## src/rtl/text_writer.sv

```systemverilog
// Character-stream text writer: turns printable codes and CR/LF/BS/FF controls into text memory writes.
// Optional macro TEXT_WRITER_TAB_EN enables 0x09 tab stops every 8 columns.
module text_writer #(
    parameter int         COLUMNS   = 100,
    parameter int         LINES     = 75,
    parameter logic [7:0] FILL_CHAR = 8'h20
) (
    input  logic        clock,
    input  logic        reset,
    input  logic [7:0]  char_data,
    input  logic        char_valid,
    output logic        char_ready,
    output logic [7:0]  write_data,
    output logic [12:0] write_address,
    output logic        write_enable,
    output logic [6:0]  cursor_col,
    output logic [6:0]  cursor_line,
    output logic        busy
);

    localparam logic [6:0]  LAST_COL  = 7'(COLUMNS - 1);
    localparam logic [6:0]  LAST_LINE = 7'(LINES - 1);
    localparam logic [12:0] COL_STEP  = 13'(COLUMNS);
    localparam logic [12:0] LAST_ADDR = 13'(COLUMNS * LINES - 1);

    typedef enum logic {IDLE, CLEAR} state_t;

    state_t      state, state_next;
    logic [6:0]  col, col_next, line, line_next;
    logic [12:0] base, base_next, clr_addr, clr_next;
    logic        we_next;
    logic [7:0]  wd_next;
    logic [12:0] wa_next;
    logic        accept;
    logic [6:0]  adv_line;
    logic [12:0] adv_base, cur_addr;
`ifdef TEXT_WRITER_TAB_EN
    logic [7:0]  tab_col;
`endif

    assign char_ready  = (state == IDLE);
    assign busy        = (state == CLEAR);
    assign accept      = char_valid & char_ready;
    assign cursor_col  = col;
    assign cursor_line = line;
    assign cur_addr    = base + {6'd0, col};
`ifdef TEXT_WRITER_TAB_EN
    assign tab_col     = {1'b0, col[6:3], 3'b000} + 8'd8;
`endif

    // Line base steps by COLUMNS alongside the line number so no multiplier is needed.
    always_comb begin
        if (line == LAST_LINE) begin
            adv_line = 7'd0;
            adv_base = 13'd0;
        end else begin
            adv_line = line + 7'd1;
            adv_base = base + COL_STEP;
        end
    end

    always_comb begin
        state_next = state;
        col_next   = col;
        line_next  = line;
        base_next  = base;
        clr_next   = clr_addr;
        we_next    = 1'b0;
        wd_next    = write_data;
        wa_next    = write_address;
        case (state)
            IDLE: begin
                if (accept) begin
                    if (char_data >= 8'h20 && char_data <= 8'h7E) begin
                        we_next = 1'b1;
                        wd_next = char_data;
                        wa_next = cur_addr;
                        if (col == LAST_COL) begin
                            col_next  = 7'd0;
                            line_next = adv_line;
                            base_next = adv_base;
                        end else begin
                            col_next = col + 7'd1;
                        end
                    end else begin
                        case (char_data)
                            8'h0D: col_next = 7'd0;
                            8'h0A: begin
                                col_next  = 7'd0;
                                line_next = adv_line;
                                base_next = adv_base;
                            end
                            8'h08: begin
                                if (col != 7'd0) begin
                                    col_next = col - 7'd1;
                                    we_next  = 1'b1;
                                    wd_next  = FILL_CHAR;
                                    wa_next  = cur_addr - 13'd1;
                                end
                            end
                            // First fill write issues on the acceptance edge to keep one-cycle latency.
                            8'h0C: begin
                                state_next = CLEAR;
                                we_next    = 1'b1;
                                wd_next    = FILL_CHAR;
                                wa_next    = 13'd0;
                                clr_next   = 13'd1;
                            end
`ifdef TEXT_WRITER_TAB_EN
                            8'h09: begin
                                if (tab_col >= 8'(COLUMNS)) begin
                                    col_next  = 7'd0;
                                    line_next = adv_line;
                                    base_next = adv_base;
                                end else begin
                                    col_next = tab_col[6:0];
                                end
                            end
`endif
                            default: ;
                        endcase
                    end
                end
            end
            CLEAR: begin
                we_next  = 1'b1;
                wd_next  = FILL_CHAR;
                wa_next  = clr_addr;
                clr_next = clr_addr + 13'd1;
                if (clr_addr == LAST_ADDR) begin
                    state_next = IDLE;
                    col_next   = 7'd0;
                    line_next  = 7'd0;
                    base_next  = 13'd0;
                end
            end
            default: state_next = IDLE;
        endcase
    end

    always_ff @(posedge clock) begin
        if (reset) begin
            state         <= IDLE;
            col           <= 7'd0;
            line          <= 7'd0;
            base          <= 13'd0;
            clr_addr      <= 13'd0;
            write_enable  <= 1'b0;
            write_data    <= 8'd0;
            write_address <= 13'd0;
        end else begin
            state         <= state_next;
            col           <= col_next;
            line          <= line_next;
            base          <= base_next;
            clr_addr      <= clr_next;
            write_enable  <= we_next;
            write_data    <= wd_next;
            write_address <= wa_next;
        end
    end

endmodule

```

## config.mk

```make
export PLATFORM = sky130hd
export DESIGN_NAME = text_writer
export DESIGN_NICKNAME = d
export VERILOG_FILES = /design/src/rtl/text_writer.sv
export SDC_FILE = /design/constraint.sdc
export NUM_CORES = 1
export LEC_CHECK = 0
export ABC_AREA = 0
export BUFFER_PORTS_ARGS = -buffer_cell sky130_fd_sc_hd__buf_2
export CAP_MARGIN = 10
export CORE_UTILIZATION = 50
export DETAILED_ROUTE_END_ITERATION = 8
export PLACE_DENSITY = 0.7
export REMOVE_ABC_BUFFERS = 1
export SLEW_MARGIN = 30
export SYNTH_ARGS = -nofsm -noshare
export SYNTH_HDL_FRONTEND = slang
export SYNTH_SLANG_ARGS = --single-unit
```

## constraint.sdc

```tcl
create_clock -name clock -period 2.7 [get_ports clock]
set_clock_uncertainty 0.05 [all_clocks]
set_input_delay 0.27 -clock clock [delete_from_list [all_inputs] [get_ports clock]]
set_output_delay 0.27 -clock clock [all_outputs]
set_load 0.02 [all_outputs]
```

==> flow_summary.toml, run 1 <==
[grt]
grt_antenna_before_repair = 0
grt_pass1_wl_um = 18800
grt_pass1_vias = 3821
gr-usage-met2_pct = 46.73
grt_max_degree = 33
use_met1_pct = 36.45
grt_use_met3_pct = 3.859
top_usage_layer = "met2"
grt_use_total_pct = 27.76
overflow = 0

[route]
drc = 0
vias_per_cell = 6.276
drt-total-wl_um = 11230
ant_nets = 0
dr.pass1.iters = 5
wl_per_cell_um = 17.30
num_vias = 4073
drtIter0Drc = 333

[pwr]
leakagePower_nw = 1.830
ir_drop_mv = 0.2662
powerDensity_mw_per_mm2 = 473.4
fin_total_pwr_mw = 2.211

[clock_network]
worst_skew_pair.late_latency_ns = 0.36
numClockSinks = 61
numCtsBuffers = 9
cts_tree = "done"
clkTransAtPathRegs_ns = 0.07
cts.path.max_buffers = 2
cts_max_level = 3
clock-root-buffer = "clkbuf_8"
cts_hold_buf = 0

[critical_path]
required_ns = 2.88
worstPathMaxFanout = 7
critPathKind = "reg -> reg"
setup.worst_path.end_class = "register"
cpMaxStageDelayCell = "dfxtp_1"
path_buf_inv = 0
cpPeakStageDelay_ns = 0.50
start_kind = "register"
critPathArrivalTime_ns = 2.76
path_delay_family = "compound AO/OA/AOI/OAI gates"
cp_cell_sequence = "ha_1 > xor2_1 > o31ai_1 > o2111ai_2 > xnor2_1 > a221oi_1 > nor2_1"

[timing]
period_needed_ns = 2.578
finalHoldViolations = 0
max-slew-margin-rel_pct = 44.58
setup_viol = 0
period_share_pct = 95.49
finalMaxSlewViolations = 0
final.setup.tns_ns = 0
fmax_mhz = 387.8
rsz0062_at_grt = "no"
worst_pin_slew_ns = 0.8293

[place]
port_buffers = 48
place_congestion = 0.8854
dpl.hpwl_um = 7821

[logic_synthesis]
yosys.area.top_type = "dfxtp_1"
synth.distinct_cells = 74
syn_inst = 498
netlist_top_cells_count = "dfxtp_1, nor2_1, nand2_1"
syn_area_per_cell_um2 = 8.191
synthMostInstantiatedCell = "dfxtp_1"
yosys_warnings = 0
synthTopCellsByArea = "dfxtp_1, a21oi_1, nor2_1"
synth_seq_cells = 61
synth_ff_type = "dfxtp_1"
async_flop_share_pct = 0
synth_edf_count = 0
synth_top_area_share_pct = 29.94
netlist_area_mm2 = 0.004079
yosysSeqAreaShare_pct = 29.94

[die]
io_pins = 49
die_area_mm2 = 0.008523
initial_core_util_pct = 52.24
die_w_um = 92.32
coreArea_mm2 = 0.007807
die_h_um = 92.32
num_rows = 32

[job]
maxCapViolCount = 0

[cells_and_area]
nets = 565
drive_gt1_share_pct = 21.02
area_growth_pct = 14.51
diodes = 0

[run_status]
status = "finished, final reports clean"

[worst_hold_path]
hold_class = "in -> reg"
==> worst register-to-register path: stages, from the launching register on <==
cell	delay [ns]
dfxtp_1	0.50
ha_1	0.39
xor2_1	0.18
o31ai_1	0.41
o2111ai_2	0.28
xnor2_1	0.21
a221oi_1	0.33
nor2_1	0.11
==> metal layers <==
metal	up-vias	part of all wire, %
met5	-	0
met1	1942	45
met2	146	48
met4	0	1.7
met3	21	5.8
li1	1964	-
==> registers in the layout, indices dropped and copies added, names as in the netlist <==
register       cells
clr_addr          13
write_address     13
base              11
write_data         8
cursor_col         7
cursor_line        7
busy               1
write_enable       1
==> report_power, final <==
group / internal, mW / total (mW) / switching [mW]
clock network: 0.569 / 0.957 / 0.387
logic: 0.115 / 0.313 / 0.198
registers: 0.923 / 0.941 / 0.0178
==> timing repair <==
action                     CTS  global route
resized for setup            0             6
setup endpoints to repair    0            23
setup buffers                0             0
==> placed cells by master, fill, tap and decap left out, drive strengths merged, types with 7 or more instances in the layout <==
master,instances
mux2i,7
ha,12
clkbuf,11
nor4,13
nand2,40
o21ai,28
a21oi,39
and3,10
xnor2,14
nor3,23
a311oi,8
dfxtp,61
xor2,7
inv,8
nand4,10
buf,67
or4,7
nor2,47
nand3,21
==> layout make-up <==
cell class              instances  area (µm²)
inverters                       8       30.03
clock inverters                 5       82.58
well taps                     102       127.6
flip-flops and latches         61        1224
repair buffers                 67       382.9
clock buffers                  11       151.4
fillers                       742        3137
multi-input cells             395        2673
==> through the flow <==
step	hold slack, ns	instance area [µm²]	setup WS, ns	std cells	util, %
2_1_floorplan	0.2891	3900	-0.3841	464	-
3_3_place_gp	0.3873	4412	0.1808	633	56.51
3_5_place_dp	0.3965	4412	0.1018	633	56.51
4_1_cts	0.1798	4646	0.06845	649	59.50
5_1_grt	0.1919	4671	0.002476	649	59.82
6_report	0.1874	4671	0.1217	649	59.82
==> cells by family (layout without fill, tap and decap cells) <==
logic type | Yosys count | count (layout) | synth area share (%)
buf+inv | 42 | 91 | 5.122
xor+xnor | 21 | 21 | 4.509
flops | 61 | 61 | 29.94
mux | 7 | 7 | 1.718
simple gates | 214 | 214 | 30.92
compound gates | 141 | 141 | 24.11
fa+ha+maj | 12 | 12 | 3.681
==> final timing paths <==
check	startpoint	to	slack [ns]	cells past startpoint
min reg2reg	write_address[1]$_SDFFE_PP0P_	write_address[1]$_SDFFE_PP0P_	0.40	2
max	cursor_col[4]$_SDFFE_PP0P_	write_address[7]$_SDFFE_PP0P_	0.12	7
max reg2reg	cursor_col[4]$_SDFFE_PP0P_	write_address[7]$_SDFFE_PP0P_	0.12	7
min	char_valid	write_enable$_SDFF_PP0_	0.19	3
(Power assumes the default switching activity.)
==> run 2: changes to the inputs <==
--- a/config.mk
+++ b/config.mk
@@ -8,10 +8,13 @@
 export ABC_AREA = 0
 export BUFFER_PORTS_ARGS = -buffer_cell sky130_fd_sc_hd__buf_2
 export CAP_MARGIN = 10
-export CORE_UTILIZATION = 50
+export CELL_PAD_IN_SITES_DETAIL_PLACEMENT = 1
+export CELL_PAD_IN_SITES_GLOBAL_PLACEMENT = 2
+export CORE_UTILIZATION = 35
 export DETAILED_ROUTE_END_ITERATION = 8
-export PLACE_DENSITY = 0.7
+export PLACE_DENSITY_LB_ADDON = 0.1
 export REMOVE_ABC_BUFFERS = 1
+export SKIP_LAST_GASP = 1
 export SLEW_MARGIN = 30
 export SYNTH_ARGS = -nofsm -noshare
 export SYNTH_HDL_FRONTEND = slang
==> constraint.sdc (replaced) <==
create_clock -name clock -period 2.4 [get_ports clock]
set_clock_uncertainty 0.05 [all_clocks]
set_input_delay 0.24 -clock clock [delete_from_list [all_inputs] [get_ports clock]]
set_output_delay 0.24 -clock clock [all_outputs]
set_load 0.02 [all_outputs]
==> run 2 against run 1 <==
Effect of this change: critical path depth unchanged; highest routed layer unchanged; sequential share of layout area decreased by 3.2 points; clock power increased by 30%.
==> flow_summary.toml, run 2 (synthesis gave the netlist of run 1 again) <==
[job]
maxCapViolCount = 0

[grt]
grt_use_total_pct = 24.31
grt_max_degree = 25
grt_pass1_wl_um = 22400
grt_pass1_vias = 4344
grt_antenna_before_repair = 0
overflow = 0

[cells_and_area]
nets = 623
finalCoreUtilization_pct = 47.03
finalInstanceArea_mm2 = 0.005348
reg_top3 = "clr_addr x13, write_address x13, base x11"
drive_gt1_share_pct = 30.25
final.fill_count = 1380
register_area_mm2 = 0.001229
area_growth_pct = 31.10
final_cell_mix = "buf_4, dfxtp_1, buf_2"
diodes = 0
multi_input_area_mm2 = 0.002771
layout.cells.most_common = "buf_4"

[die]
die_w_um = 110.0
die_h_um = 110.0
initial_core_util_pct = 35.88
io_pins = 49
coreArea_mm2 = 0.01137
die_area_mm2 = 0.01209
num_rows = 39

[critical_path]
path_buf_inv = 0
worstPathMaxFanout = 7
setup.worst_path.end_class = "register"
start_kind = "register"
cpPeakStageDelay_ns = 0.54
critPathKind = "reg -> reg"
critPathArrivalTime_ns = 2.56
cpMaxStageDelayCell = "or4_4"
required_ns = 2.63
path_delay_family = "simple AND/OR/NAND/NOR gates"
cp_cell_sequence = "ha_4 > or4bb_4 > nor4_4 > or2_4 > o31ai_4 > or4_4 > a21oi_2"
ff2ff_setup_slack_ns = 0.07

[route]
dr.pass1.iters = 4
drtIter0Drc = 229
drc = 0
num_vias = 4272
met2_wirelength_um = 6416
wl_per_cell_um = 18.60
drt-total-wl_um = 13910
met1_length_um = 6662
vias_per_cell = 5.711
ant_nets = 0
top_layer = "met4"
wl_met3_um = 472

[timing]
max-slew-margin-rel_pct = 43.50
fmax_mhz = 429.0
finalMaxSlewViolations = 0
rsz0062_at_grt = "yes"
whs_ns = 0.1694
period_needed_ns = 2.331
period_share_pct = 97.12
finalHoldViolations = 0
setup_viol = 0
worst_pin_slew_ns = 0.8455

[clock_network]
numClockSinks = 61
cts_max_level = 3
numCtsBuffers = 9
clkTransAtPathRegs_ns = 0.05
worst_skew_pair.late_latency_ns = 0.34
cts.path.max_buffers = 2
clock-root-buffer = "clkbuf_16"
cts_tree = "done"

[pwr]
fin_total_pwr_mw = 2.717
powerDensity_mw_per_mm2 = 508.1
leakagePower_nw = 2.183
ir_drop_mv = 0.3531

[place]
dpl.hpwl_um = 10260
port_buffers = 48
place_area_mm2 = 0.004913
place_congestion = 0.8057

[worst_hold_path]
hold_class = "in -> reg"

[run_status]
status = "finished, final reports clean"
==> run 2: changes by cell type in the layout (fill, tap and decap cells not counted), sizes merged <==
| cell | previous run | this run |
|---|---|---|
| clkinvlp | 3 | 1 |
| buf | 67 | 125 |
| clkbuf | 11 | 12 |
| clkinv | 0 | 3 |
| bufinv | 2 | 0 |
==> run 2: report_power, final <==
part,internal [mW],switching (mW)
clock network,0.749,0.486
registers,1.04,0.0197
logic,0.178,0.246
total,1.97,0.751
==> run 2: worst register-to-register path, cell delays in order, from the launching register on <==
cell and delay, ns:
dfxtp_2 0.35, ha_4 0.13, or4bb_4 0.46, nor4_4 0.29
or2_4 0.20, o31ai_4 0.11, or4_4 0.54, a21oi_2 0.13
==> run 2: final timing paths <==
path	start	to	cells after the start
setup / recovery	clr_addr[0]$_SDFFE_PP0P_	base[10]$_SDFFE_PP0P_	7
hold / removal	char_valid	write_enable$_SDFF_PP0_	3
setup reg to reg	clr_addr[0]$_SDFFE_PP0P_	base[10]$_SDFFE_PP0P_	7
hold reg to reg	write_data[2]$_SDFFE_PP0P_	write_data[2]$_SDFFE_PP0P_	2
==> run 2: cell type report <==
| type | count | area share, % |
|---|---|---|
| Inverter | 8 | 0.5615 |
| Sequential cell | 61 | 22.98 |
| Timing Repair Buffer | 125 | 16.07 |
| Tap cell | 143 | 3.346 |
| Clock inverter | 4 | 0.4212 |
| Multi-Input combinational cell | 395 | 51.83 |
| Clock buffer | 12 | 4.796 |
==> run 2: stage by stage <==
step	setup slack, ns	cells	setup TNS [ns]
floorplan	-0.6841	464	-17.91
global placement	-0.04201	729	-0.04201
detailed placement	-0.06247	729	-0.07474
CTS	-0.007757	745	-0.008089
global route	-0.02952	748	-0.06546
finish	0.06922	748	0
==> run 2: what timing repair did <==
action                                  in CTS  in global routing
hold buffers                                 0                  0
gates cloned                                 0                  0
buffers inserted                             0                  3
gates resized for setup                      2                 26
pin swaps                                    0                  7
endpoints found under the setup margin       4                 29
==> run 2: routing by layer <==
layer / GRT usage [%] / vias to the layer above
li1: - / 2082
met1: 32.11 / 2098
met2: 39.06 / 70
met3: 4.327 / 22
met4: 9.429 / 0
met5: 0 / -
==> run 3: changes to the inputs <==
--- a/config.mk
+++ b/config.mk
@@ -6,7 +6,7 @@
 export NUM_CORES = 1
 export LEC_CHECK = 0
 export ABC_AREA = 0
-export BUFFER_PORTS_ARGS = -buffer_cell sky130_fd_sc_hd__buf_2
+export BUFFER_PORTS_ARGS = -buffer_cell sky130_fd_sc_hd__clkbuf_2
 export CAP_MARGIN = 10
 export CELL_PAD_IN_SITES_DETAIL_PLACEMENT = 1
 export CELL_PAD_IN_SITES_GLOBAL_PLACEMENT = 2
==> run 3 against run 2 <==
Effect of this change: first-iteration DRC count shrank 12%; setup slack got worse by 0.023 ns; combinational power about the same; flip-flop and latch count unchanged; largest cell class unchanged; core utilization increased by 0.18 points; die area is the same; critical path depth grew 1; maximum frequency down 0.96%; design area grew 0.37%.
==> flow_summary.toml, run 3 (synthesis gave the netlist of run 1 again) <==
[place]
place_area_mm2 = 0.004853
place_congestion = 0.8047
dpl.hpwl_um = 10130
port_buffers = 48

[die]
initial_core_util_pct = 35.88
die_h_um = 110.0
die_area_mm2 = 0.01209
num_rows = 39
coreArea_mm2 = 0.01137
die_w_um = 110.0
io_pins = 49

[critical_path]
worstPathMaxFanout = 3
required_ns = 2.57
start_kind = "register"
critPathArrivalTime_ns = 2.52
rr_worst_depth = 8
critical_path.startpoint = "cursor_col[3]$_SDFFE_PP0P_"
crit_end = "write_address[12]$_SDFFE_PP0P_"
rr_startpoint = "cursor_col[3]$_SDFFE_PP0P_"
reg2reg_to = "write_address[12]$_SDFFE_PP0P_"
setup.worst_path.end_class = "register"
ff2ff_setup_slack_ns = 0.05
critPathKind = "reg -> reg"

[grt]
grt_pass1_wl_um = 22900
grt_use_total_pct = 24.93
grt_antenna_before_repair = 0
overflow = 0
grt_pass1_vias = 4306
grt_max_degree = 47

[cells_and_area]
reg_top3 = "clr_addr x13, write_address x13, base x11"
multi_input_area_mm2 = 0.002788
layout.cells.most_common = "buf_4"
area_growth_pct = 31.60
finalInstanceArea_mm2 = 0.005368
nets = 619
drive_gt1_share_pct = 31.11
register_area_mm2 = 0.001226
diodes = 0
finalCoreUtilization_pct = 47.21
final_cell_mix = "buf_4, dfxtp_1, clkbuf_2"
final.fill_count = 1361

[route]
wl_per_cell_um = 18.99
drtIter0Drc = 201
num_vias = 4256
dr.pass1.iters = 4
drt-total-wl_um = 14130
ant_nets = 0
vias_per_cell = 5.720
drc = 0

[pwr]
seq_power_share_pct = 36.5
pwr-share-comb_pct = 14.6
leakagePower_nw = 2.138
switching_share_pct = 27.13
fin_total_pwr_mw = 2.907
pwr-share-clk_pct = 48.9
powerDensity_mw_per_mm2 = 541.5
power.switching_uw = 788.7
internal_power_mw = 2.118
ir_drop_mv = 0.2970

[clock_network]
numCtsBuffers = 9
cts_tree = "done"
cts.path.max_buffers = 2
clock-root-buffer = "clkbuf_16"
cts_max_level = 3
cts_hold_buf = 0
clkTransAtPathRegs_ns = 0.06
worst_skew_pair.late_latency_ns = 0.34
numClockSinks = 61

[timing]
period_share_pct = 98.06
setup_viol = 0
fmax_mhz = 424.9
max-slew-margin-rel_pct = 41.73
worst_pin_slew_ns = 0.8720
period_needed_ns = 2.353
finalMaxSlewViolations = 0
rsz0062_at_grt = "yes"
finalHoldViolations = 0

[job]
maxCapViolCount = 0

[run_status]
status = "finished, final reports clean"

[worst_hold_path]
hold_depth = 3
hold_class = "in -> reg"
-- run 3: changes by cell type in the layout (fill, tap and decap cells not counted), moves of 4 or more --
cell      delta
buf_2       -48
buf_4        -4
nor2_1       -7
clkbuf_2    +48
nor2_2       +4
-- run 3: worst max-delay path, cell delays in order, from the launching register on --
cell       delay, ns
dfxtp_1         0.31
ha_1            0.31
a21o_1          0.18
a2111oi_1       0.40
buf_4           0.20
o2111ai_1       0.25
mux2i_1         0.27
xnor2_1         0.16
o22ai_1         0.10
-- run 3: power groups by stage --
stage,clock [mW],sequential (mW),combinational [mW]
after floorplan,0,1.11,0.191
after global placement,0,1.08,0.396
after detailed placement,0,1.08,0.403
after CTS,1.44,1.06,0.408
after global routing,1.49,1.06,0.468
final,1.42,1.06,0.424
-- run 3: worst min path at each step --
stage	startpoint	endpoint	slack, ns
after CTS	char_valid	write_enable$_SDFF_PP0_	0.18
after global placement	write_address[1]$_SDFFE_PP0P_	write_address[1]$_SDFFE_PP0P_	0.39
after detailed placement	write_address[0]$_SDFFE_PP0P_	write_address[0]$_SDFFE_PP0P_	0.40
after floorplan	reset	base[10]$_SDFFE_PP0P_	0.26
after global routing	char_valid	write_enable$_SDFF_PP0_	0.20
final	char_valid	write_enable$_SDFF_PP0_	0.20
-- run 3: repair_timing --
action,4_1_cts,5_1_grt
gates resized for setup,2,37
setup endpoints to repair,7,29
cloned,0,0
buffers inserted,0,7
endpoints found under the hold margin,0,0
pin swaps,0,16
-- run 3: area by class of cell --
class	count	share of cell area, %
tap	143	3.333
timing repair buffer	121	15.45
inverter	8	0.5594
clock buffer	9	4.196
multi-input combinational	395	51.93
sequential	61	22.84
clock inverter	7	1.678
-- run 3: per-layer routing --
| metal | GRT usage (%) | vias to the layer above | part of all wire [%] |
|---|---|---|---|
| met5 | 0 | - | 0 |
| met2 | 40.49 | 70 | 47 |
| met1 | 32.20 | 2077 | 47 |
| met4 | 11.90 | 0 | 3.3 |
| met3 | 3.675 | 29 | 2.7 |
| li1 | - | 2080 | - |
-- run 3: through the flow --
stage / setup WS (ns) / instances / hold WS [ns] / setup TNS [ns]
floorplan: -0.6841 / 464 / 0.2591 / -17.91
global placement: -0.03953 / 721 / 0.3902 / -0.03953
detailed placement: -0.03588 / 721 / 0.4001 / -0.03588
CTS: 0.008749 / 737 / 0.1791 / 0
global route: -0.08317 / 744 / 0.1981 / -0.3232
finish: 0.04660 / 744 / 0.1956 / 0
